<file path="src/rtl/page_walker_pkg.sv">
// Shared definitions for the page-table walker: walk states, PTE bit
// positions and per-level index geometry.
package page_walker_pkg;

    localparam int IDX_W     = 9;
    localparam int PTE_SHIFT = 3;
    localparam int PTE_V     = 0;
    localparam int PTE_L     = 1;

    typedef enum logic [2:0] {
        ST_IDLE   = 3'd0,
        ST_REQ    = 3'd1,
        ST_WAIT   = 3'd2,
        ST_INSERT = 3'd3,
        ST_FAULT  = 3'd4,
        ST_DRAIN  = 3'd5
    } walk_state_e;

endpackage

</file>
<file path="src/rtl/page_walker_pte_addr_gen.sv">
// Combinational PTE address for one level: base + 8 * (9-bit VA index of that level).
module pte_addr_gen
    import page_walker_pkg::*;
#(
    parameter int SADDR  = 64,
    parameter int SPAGE  = 12,
    parameter int NLEVEL = 3,
    parameter int LW     = 2
) (
    input  logic [SADDR-1:0] va,
    input  logic [LW-1:0]    level,
    input  logic [SADDR-1:0] base,
    output logic [SADDR-1:0] addr
);

    logic [IDX_W-1:0] idx;

    always_comb begin
        // level 0 indexes the most significant 9-bit field above the page offset
        idx  = IDX_W'(va >> (SPAGE + IDX_W * (NLEVEL - 1 - int'(level))));
        addr = base + (SADDR'(idx) << PTE_SHIFT);
    end

endmodule

</file>
<file path="src/rtl/page_walker.sv">
// Hardware page-table walker: on a TLB miss, reads one PTE per level and
// either inserts the leaf translation into the TLB or raises a fault.
module page_walker
    import page_walker_pkg::*;
#(
    parameter int SADDR  = 64,
    parameter int SPAGE  = 12,
    parameter int SPCID  = 12,
    parameter int NLEVEL = 3
) (
    input  logic             clk,
    input  logic             rst,
    input  logic             miss,
    input  logic [SADDR-1:0] va,
    input  logic [SPCID-1:0] pcid,
    input  logic [SADDR-1:0] root_pa,
    input  logic             shutdown,
    output logic             mem_req_valid,
    input  logic             mem_req_ready,
    output logic [SADDR-1:0] mem_req_addr,
    input  logic             mem_rsp_valid,
    input  logic [SADDR-1:0] mem_rsp_data,
    output logic             insert,
    output logic [SADDR-1:0] ins_pa,
    output logic [SADDR-1:0] ins_va,
    output logic [SPCID-1:0] ins_pcid,
    output logic             fault,
    output logic             busy
);

    localparam int LW = (NLEVEL > 1) ? $clog2(NLEVEL) : 1;
    localparam logic [LW-1:0] LAST_LEVEL = LW'(NLEVEL - 1);

    walk_state_e      state_q, state_d;
    logic [LW-1:0]    level_q, level_d;
    logic [SADDR-1:0] va_q, va_d;
    logic [SPCID-1:0] pcid_q, pcid_d;
    logic [SADDR-1:0] addr_q, addr_d;
    logic [SADDR-1:0] ins_pa_q, ins_pa_d;
    logic [SADDR-1:0] ins_va_q, ins_va_d;
    logic [SPCID-1:0] ins_pcid_q, ins_pcid_d;
    logic             req_valid_q, req_valid_d;
    logic             insert_q, insert_d;
    logic             fault_q, fault_d;
    logic             busy_q, busy_d;

    logic [SADDR-1:0] gen_va, gen_base, gen_addr;
    logic [LW-1:0]    gen_level;
    logic             pte_v, pte_l, last_level;
    logic             rsp_unused;

    assign pte_v      = mem_rsp_data[PTE_V];
    assign pte_l      = mem_rsp_data[PTE_L];
    assign rsp_unused = ^mem_rsp_data[SPAGE-1:PTE_L+1];
    assign last_level = (level_q == LAST_LEVEL);

    pte_addr_gen #(
        .SADDR (SADDR),
        .SPAGE (SPAGE),
        .NLEVEL(NLEVEL),
        .LW    (LW)
    ) u_addr_gen (
        .va   (gen_va),
        .level(gen_level),
        .base (gen_base),
        .addr (gen_addr)
    );

    always_comb begin
        state_d    = state_q;
        level_d    = level_q;
        va_d       = va_q;
        pcid_d     = pcid_q;
        addr_d     = addr_q;
        ins_pa_d   = ins_pa_q;
        ins_va_d   = ins_va_q;
        ins_pcid_d = ins_pcid_q;
        // default generator inputs describe the next level of an ongoing walk
        gen_va     = va_q;
        gen_level  = level_q + LW'(1);
        gen_base   = {mem_rsp_data[SADDR-1:SPAGE], {SPAGE{1'b0}}};

        case (state_q)
            ST_IDLE: begin
                gen_va    = va;
                gen_level = '0;
                gen_base  = root_pa;
                if (miss && !shutdown) begin
                    va_d    = va;
                    pcid_d  = pcid;
                    level_d = '0;
                    addr_d  = gen_addr;
                    state_d = ST_REQ;
                end
            end
            ST_REQ: begin
                if (shutdown)           state_d = ST_IDLE;
                else if (mem_req_ready) state_d = ST_WAIT;
            end
            ST_WAIT: begin
                if (shutdown) begin
                    state_d = mem_rsp_valid ? ST_IDLE : ST_DRAIN;
                end else if (mem_rsp_valid) begin
                    if (!pte_v || (pte_l != last_level)) begin
                        state_d = ST_FAULT;
                    end else if (pte_l) begin
                        ins_pa_d   = {mem_rsp_data[SADDR-1:SPAGE], va_q[SPAGE-1:0]};
                        ins_va_d   = va_q;
                        ins_pcid_d = pcid_q;
                        state_d    = ST_INSERT;
                    end else begin
                        level_d = gen_level;
                        addr_d  = gen_addr;
                        state_d = ST_REQ;
                    end
                end
            end
            ST_DRAIN: begin
                if (mem_rsp_valid) state_d = ST_IDLE;
            end
            default: state_d = ST_IDLE;
        endcase

        req_valid_d = (state_d == ST_REQ);
        insert_d    = (state_d == ST_INSERT);
        fault_d     = (state_d == ST_FAULT);
        busy_d      = (state_d != ST_IDLE);
    end

    always_ff @(posedge clk) begin
        if (rst) begin
            state_q     <= ST_IDLE;
            level_q     <= '0;
            va_q        <= '0;
            pcid_q      <= '0;
            addr_q      <= '0;
            ins_pa_q    <= '0;
            ins_va_q    <= '0;
            ins_pcid_q  <= '0;
            req_valid_q <= 1'b0;
            insert_q    <= 1'b0;
            fault_q     <= 1'b0;
            busy_q      <= 1'b0;
        end else begin
            state_q     <= state_d;
            level_q     <= level_d;
            va_q        <= va_d;
            pcid_q      <= pcid_d;
            addr_q      <= addr_d;
            ins_pa_q    <= ins_pa_d;
            ins_va_q    <= ins_va_d;
            ins_pcid_q  <= ins_pcid_d;
            req_valid_q <= req_valid_d;
            insert_q    <= insert_d;
            fault_q     <= fault_d;
            busy_q      <= busy_d;
        end
    end

    assign mem_req_valid = req_valid_q;
    assign mem_req_addr  = addr_q;
    // a shutdown arriving while the insert is presented cancels it
    assign insert        = insert_q & ~shutdown;
    assign ins_pa        = ins_pa_q;
    assign ins_va        = ins_va_q;
    assign ins_pcid      = ins_pcid_q;
    assign fault         = fault_q;
    assign busy          = busy_q;

endmodule

</file>
<file path="config.mk">
export PLATFORM = sky130hd
export DESIGN_NAME = page_walker
export DESIGN_NICKNAME = d
export VERILOG_FILES = /design/src/rtl/page_walker_pkg.sv /design/src/rtl/page_walker_pte_addr_gen.sv /design/src/rtl/page_walker.sv
export SDC_FILE = /design/constraint.sdc
export NUM_CORES = 1
export LEC_CHECK = 0
export CORE_MARGIN = 4
export CORE_UTILIZATION = 50
export CTS_BUF_LIST = sky130_fd_sc_hd__clkbuf_2 sky130_fd_sc_hd__clkbuf_4 sky130_fd_sc_hd__clkbuf_8
export CTS_CLUSTER_DIAMETER = 120
export CTS_CLUSTER_SIZE = 40
export DETAILED_ROUTE_END_ITERATION = 6
export GPL_TIMING_DRIVEN = 0
export PLACE_DENSITY_LB_ADDON = 0.25
export SLEW_MARGIN = 25
export SYNTH_ARGS = -nofsm -noshare
export SYNTH_HDL_FRONTEND = slang
export SYNTH_HIERARCHICAL = 1
export SYNTH_SLANG_ARGS = --single-unit
</file>
<file path="constraint.sdc">
create_clock -name clk -period 12.6 [get_ports clk]
set_input_delay 1.26 -clock clk [delete_from_list [all_inputs] [get_ports clk]]
set_output_delay 1.26 -clock clk [all_outputs]
set_load 0.005 [all_outputs]
</file>
== Word level (Yosys, flattened, before mapping) ==
Cells that the tools add are included.

* Register bits after elaboration: 289
* Bits in latches: 0
* RAM bits: 0
* Bits in read-only memories: 0
* Bits of input ports: 210
* Word-level logic and storage cells: 69
* Memories: 0

* Add/subtract/negate cells: 4
* Multipliers: 1
* Divide/modulo/power cells: 0
* Order comparisons: 0
* Eq/ne operators: 13
* Shifts and indexed selects: 1
* Mux-type cells: 25
* Bitwise gates (word level): 3
* Reduce and logical (&&, ||, !) cells: 10

{| class="wikitable"
|+ Operators with widths
! cell !! number
|-
| two-way mux 64 bit || 7
|-
| one-hot mux 64 bit (2 select lines) || 1
|-
| adder 64 x 12 -> 64 bit || 1
|-
| right shift 64 x 32 -> 9 bit || 1
|-
| adder 5 x 32 -> 32 bit (first input constant) || 1
|-
| multiplier 5 x 32 -> 32 bit (first input constant) || 1
|-
| two-way mux 3 bit || 8
|-
| two-way mux 2 bit || 7
|-
| one-hot mux 3 bit (4 select lines) || 1
|-
| != test 2 bit (second input constant) || 5
|-
| == test 3 x 1 -> 1 bit (second input constant) || 2
|-
| == test 3 x 2 -> 1 bit (second input constant) || 2
|-
| == test 3 bit (second input constant) || 2
|-
| AND reduction 6 bit || 1
|-
| AND reduction 5 bit || 1
|-
| one-hot mux 2 bit (2 select lines) || 1
|-
| zero test 3 bit || 1
|-
| nonzero test 3 bit || 1
|-
| subtractor 2 x 2 -> 3 bit (first input constant) || 1
|-
| adder 2 x 1 -> 2 bit (second input constant) || 1
|-
| == test 2 bit (second input constant) || 1
|-
| zero test 1 bit || 2
|-
| NOT 1 bit || 2
|-
| AND reduction 2 bit || 1
|-
| other kinds (5) || 5
|}

== Logic depth before layout (Yosys ltp) ==
* Word-level depth: 12
* Gate-level depth with buffers: 32

== Cells and area by module ==
The synthesis kept the hierarchy.

{| class="wikitable"
|+ By module, submodules not included
! module !! instances !! cells each !! area each (um^2) !! seq. area each (um^2)
|-
| page_walker || 1 || 1,430 || 12,149.2 || 5,545.3
|-
| pte_addr_gen || 1 || 628 || 4,764.6 || 0.0
|}

== Worst setup path before layout ==
No wires, ideal clock.

* Path kind: register to register
* Start point: reg state_q[1]
* End point: reg addr_q[49], in the netlist mem_req_addr[49]
* Setup time: 0.070 ns
* Arrival: 6.112 ns
* Path slack: 6.418 ns
* Cell stages (with the launch flop): 32
* Path buffers: 11
* Period minus slack after synthesis: 6.182 ns
* Cell sequence: dfxtp_1 -> buf_2 -> nor3_1 -> clkbuf_1 -> clkbuf_1 -> nor2_1 -> buf_2 -> inv_1 -> buf_2 -> clkbuf_1 -> ha_1 -> buf_4 -> buf_4 -> buf_6 -> mux2i_1 -> mux4_2 -> mux2i_1 -> o2bb2ai_1 -> nor3_1 -> ha_1 -> inv_1 -> fa_1 -> nor2b_1 -> o21ai_0 -> a211oi_1 -> o211a_1 -> buf_2 -> buf_4 -> nand3_1 -> xnor2_1 -> o21ai_1 -> a21oi_1

* Cells in the longest elaborated chain, start to end: 12

{| class="wikitable"
|+ Ends and longest elaborated chain
! item !! line !! source
|-
| from (decl) || page_walker.sv:34 || <nowiki>walk_state_e state_q, state_d;</nowiki>
|-
| from (signal assigned) || page_walker.sv:145 || <nowiki>state_q <= state_d;</nowiki>
|-
| zero test 3 bit * || page_walker.sv:83 || <nowiki>case (state_q)</nowiki>
|-
| two-way mux 2 bit * || page_walker.sv:83 ||
|-
| via gen_level[0] || page_walker.sv:48 || <nowiki>logic [LW-1:0] gen_level;</nowiki>
|-
| subtractor 2 x 2 -> 3 bit * || page_walker_pte_addr_gen.sv:20 || <nowiki>idx = IDX_W'(va >> (SPAGE + IDX_W * (NLEVEL - 1 - int'(level))));</nowiki>
|-
| multiplier 5 x 32 -> 32 bit * || page_walker_pte_addr_gen.sv:20 ||
|-
| adder 5 x 32 -> 32 bit * || page_walker_pte_addr_gen.sv:20 ||
|-
| right shift 64 x 32 -> 9 bit * || page_walker_pte_addr_gen.sv:20 ||
|-
| adder 64 x 12 -> 64 bit * || page_walker_pte_addr_gen.sv:21 || <nowiki>addr = base + (SADDR'(idx) << PTE_SHIFT);</nowiki>
|-
| two-way mux 64 bit || page_walker.sv:106 || <nowiki>end else if (pte_l) begin</nowiki>
|-
| two-way mux 64 bit || page_walker.sv:104 || <nowiki>if (!pte_v || (pte_l != last_level)) begin</nowiki>
|-
| two-way mux 64 bit || page_walker.sv:103 || <nowiki>end else if (mem_rsp_valid) begin</nowiki>
|-
| two-way mux 64 bit || page_walker.sv:101 || <nowiki>if (shutdown) begin</nowiki>
|-
| one-hot mux 64 bit (2 select lines) * || page_walker.sv:83 ||
|-
| via addr_d[49] || page_walker.sv:38 || <nowiki>logic [SADDR-1:0] addr_q, addr_d;</nowiki>
|-
| to (signal assigned) || page_walker.sv:149 || <nowiki>addr_q <= addr_d;</nowiki>
|-
| to (decl) || page_walker.sv:38 ||
|}

The timed path passes the listed nets; every way through them passes the cells marked *. The select of a mux whose other input is x is not followed.
A chain may end at the register's enable or synchronous reset.

== Worst setup path in the final report ==
* Start point: reg state_q[0]
* End point: reg addr_q[42], in the netlist mem_req_addr[42]

The elaborated chain is that of the path after synthesis.

==> flow_summary.json <==
{
  "final_cell_mix": "clkdlybuf4s50_1, a21oi_1, dfxtp_1, nand2_1, o21ai_0",
  "dr.pass1.iters": 7,
  "cts_max_level": 1,
  "power_density_mw_per_mm2": 85.4,
  "crit_slowest_cell": "clkbuf_1",
  "regArea_mm2": 0.00555,
  "crit_buf_inv": 12,
  "post-route-period-util_pct": 77.1,
  "cts_tree": "done",
  "synth_flop_cell": "dfxtp_1",
  "leakage_nw": 7.31,
  "synthCells": 2058,
  "die-area_mm2": 0.0368,
  "slew_viol_final": 0,
  "vias_per_cell": 6.27,
  "yosysTopAreaCell": "dfxtp_1",
  "place.gp.congestion": 1.09,
  "core_mm2": 0.0334,
  "initial_core_util_pct": 50.6,
  "cts_made_buffers": 10,
  "slew_headroom_pct": 20.3,
  "rsz0062_at_grt": "no",
  "finClkSkew_ns": 0.0549,
  "drive_above_1_share_pct": 12.5,
  "grt_pass1_vias": 17477,
  "antenna_found_initial": 4,
  "drtAntennaViolNets": 0,
  "wl_per_cell_um": 24.4,
  "end_kind": "flop",
  "vias": 18359,
  "ys_types": 85,
  "hold_viol": 0,
  "clkTransAtPathRegs_ns": 0.24,
  "final-setup-viol-count": 0,
  "ys_seq_area_share_pct": 32.8,
  "post-cts-setup-buffers": 0,
  "crit_path_frequent_cell": "clkbuf_1",
  "fmax_ghz": 0.103,
  "ys_ff_latch": 277,
  "first_iter_violations": 1780,
  "syn_to_final_growth_pct": 28.4,
  "tightest_slew_ns": 1.20,
  "worstPathRequired_ns": 13.12,
  "hp-class": "reg -> reg",
  "ios": 418,
  "max_stage_delay_ns": 0.95,
  "die-width_um": 192,
  "total_power_mw": 1.85,
  "clk_latency_ns": 0.60,
  "ctsRootBufferMaster": "clkbuf_8",
  "overflow": 0,
  "period_minus_slack_ns": 9.71,
  "drc": 0,
  "postCtsHoldBufs": 0,
  "path_class": "reg -> reg",
  "synth_top_area_share_pct": 32.8,
  "status": "complete, no violations",
  "grt_max_degree": 41,
  "place_hpwl_um": 55500,
  "maxCapViolCount": 0,
  "totalWireLength_um": 71300,
  "track_usage_pct": 36.7,
  "portBuffers": 406,
  "fin_tns_setup_ns": 0,
  "cts_max_path_buffers": 3,
  "syn_area_per_cell_um2": 8.22,
  "filler_cell_count": 2819,
  "synth-edff-count": 0,
  "path_max_fanout": 10,
  "fin_nets": 2702,
  "grt_first_pass_wirelength_um": 104000,
  "rows": 67,
  "critPathLaunchType": "flop",
  "crit_family": "buffers and inverters",
  "synth_fp_nets": 2284,
  "syn-cell-area_mm2": 0.0169,
  "yosysWarnings": 6,
  "synthTopCellsByArea": "dfxtp_1, a21oi_1, mux2_2, o21ai_0, nand2_1",
  "final_common_cell": "clkdlybuf4s50_1",
  "die_h_um": 192,
  "multiInputGateArea_mm2": 0.0102,
  "post_cts_resized": 0,
  "synthArstFlopShare_pct": 0,
  "cts_num_sinks": 277,
  "critPathArrivalTime_ns": 10.23,
  "peakVddDrop_mv": 0.128
}
-- final timing paths --
check | from | end | slack [ns] | depth (start not counted)
worst max-delay path | state_q[0]$_SDFF_PP0_ | mem_req_addr[42]$_SDFFE_PP0P_ | 2.89 | 28
worst max register to register | state_q[0]$_SDFF_PP0_ | mem_req_addr[42]$_SDFFE_PP0P_ | 2.89 | 28
worst min-delay path | pcid_q[4]$_SDFFE_PP0P_ | pcid_q[4]$_SDFFE_PP0P_ | 0.47 | 2
worst min register to register | pcid_q[4]$_SDFFE_PP0P_ | pcid_q[4]$_SDFFE_PP0P_ | 0.47 | 2
-- cell type report --
| class | instances | area share [%] |
|---|---|---|
| plain buffers | 222 | 5.31 |
| clock buffers | 13 | 0.795 |
| multi-input cells | 1544 | 46.8 |
| well taps | 448 | 2.58 |
| flip-flops and latches | 277 | 25.5 |
| inverters | 15 | 0.259 |
| diodes | 2 | 0.0230 |
| repair buffers | 406 | 18.7 |
-- cell families (layout without fill, tap and decap cells) --
family / count (synthesis) / in the layout / share of synthesized area, %
compound gates: 675 / 675 / 22.3
simple gates: 565 / 565 / 16.2
flops: 277 / 277 / 32.8
buf+inv: 237 / 656 / 7.13
mux: 229 / 229 / 17.2
xor+xnor: 59 / 59 / 3.10
fa+ha+maj: 16 / 16 / 1.23
other cells: 0 / 2 / 0
-- cell usage after synthesis, drive strengths merged (20+ instances only) --
cell	n
o211ai	74
o21ai	220
nor2	58
mux2i	58
clkbuf	114
xnor2	49
buf	107
nand3	162
nand4	20
mux2	135
dfxtp	277
nand2	222
a21oi	314
mux4	36
-- state kept, by name (all words and copies together), names as in the netlist --
name,count
state_q,3
ins_pa,64
va_q,64
mem_req_addr,64
fault,1
level_q,2
insert_q,1
mem_req_valid,1
pcid_q,12
busy,1
ins_pcid,12
ins_va,52
-- worst min-delay path: cells and delay by family (launching register included) --
family,cells,cell delay [ns]
AND/OR/NAND/NOR,1,0.05
AO/OA/AOI/OAI,1,0.05
flip-flops,1,0.36
-- layer usage --
| layer | global-route usage (%) | routed length (um) | vias up |
|---|---|---|---|
| met5 | 0 | 8 | - |
| met4 | 15.0 | 3300 | 2 |
| met3 | 9.63 | 7920 | 183 |
| met2 | 55.7 | 30600 | 1138 |
| met1 | 49.7 | 29500 | 8768 |
| li1 | - | - | 8268 |
-- metrics by stage --
step	instances	area (um^2)	util (%)	hold slack [ns]	setup WS, ns
after floorplan	2058	16900	-	0.437	6.42
after global placement	2912	21500	64.4	0.445	3.13
after detailed placement	2912	21500	64.4	0.449	3.37
after CTS	2925	21700	64.9	0.473	3.27
after global routing	2926	21700	64.9	0.491	2.73
final	2927	21700	64.9	0.473	2.89
-- power by group --
part	internal (mW)	total (mW)	switching, mW
Combinational	0.254	0.575	0.322
Clock	0.0896	0.358	0.269
Sequential	0.904	0.921	0.0176
Power figures use the tool's default switching activity.
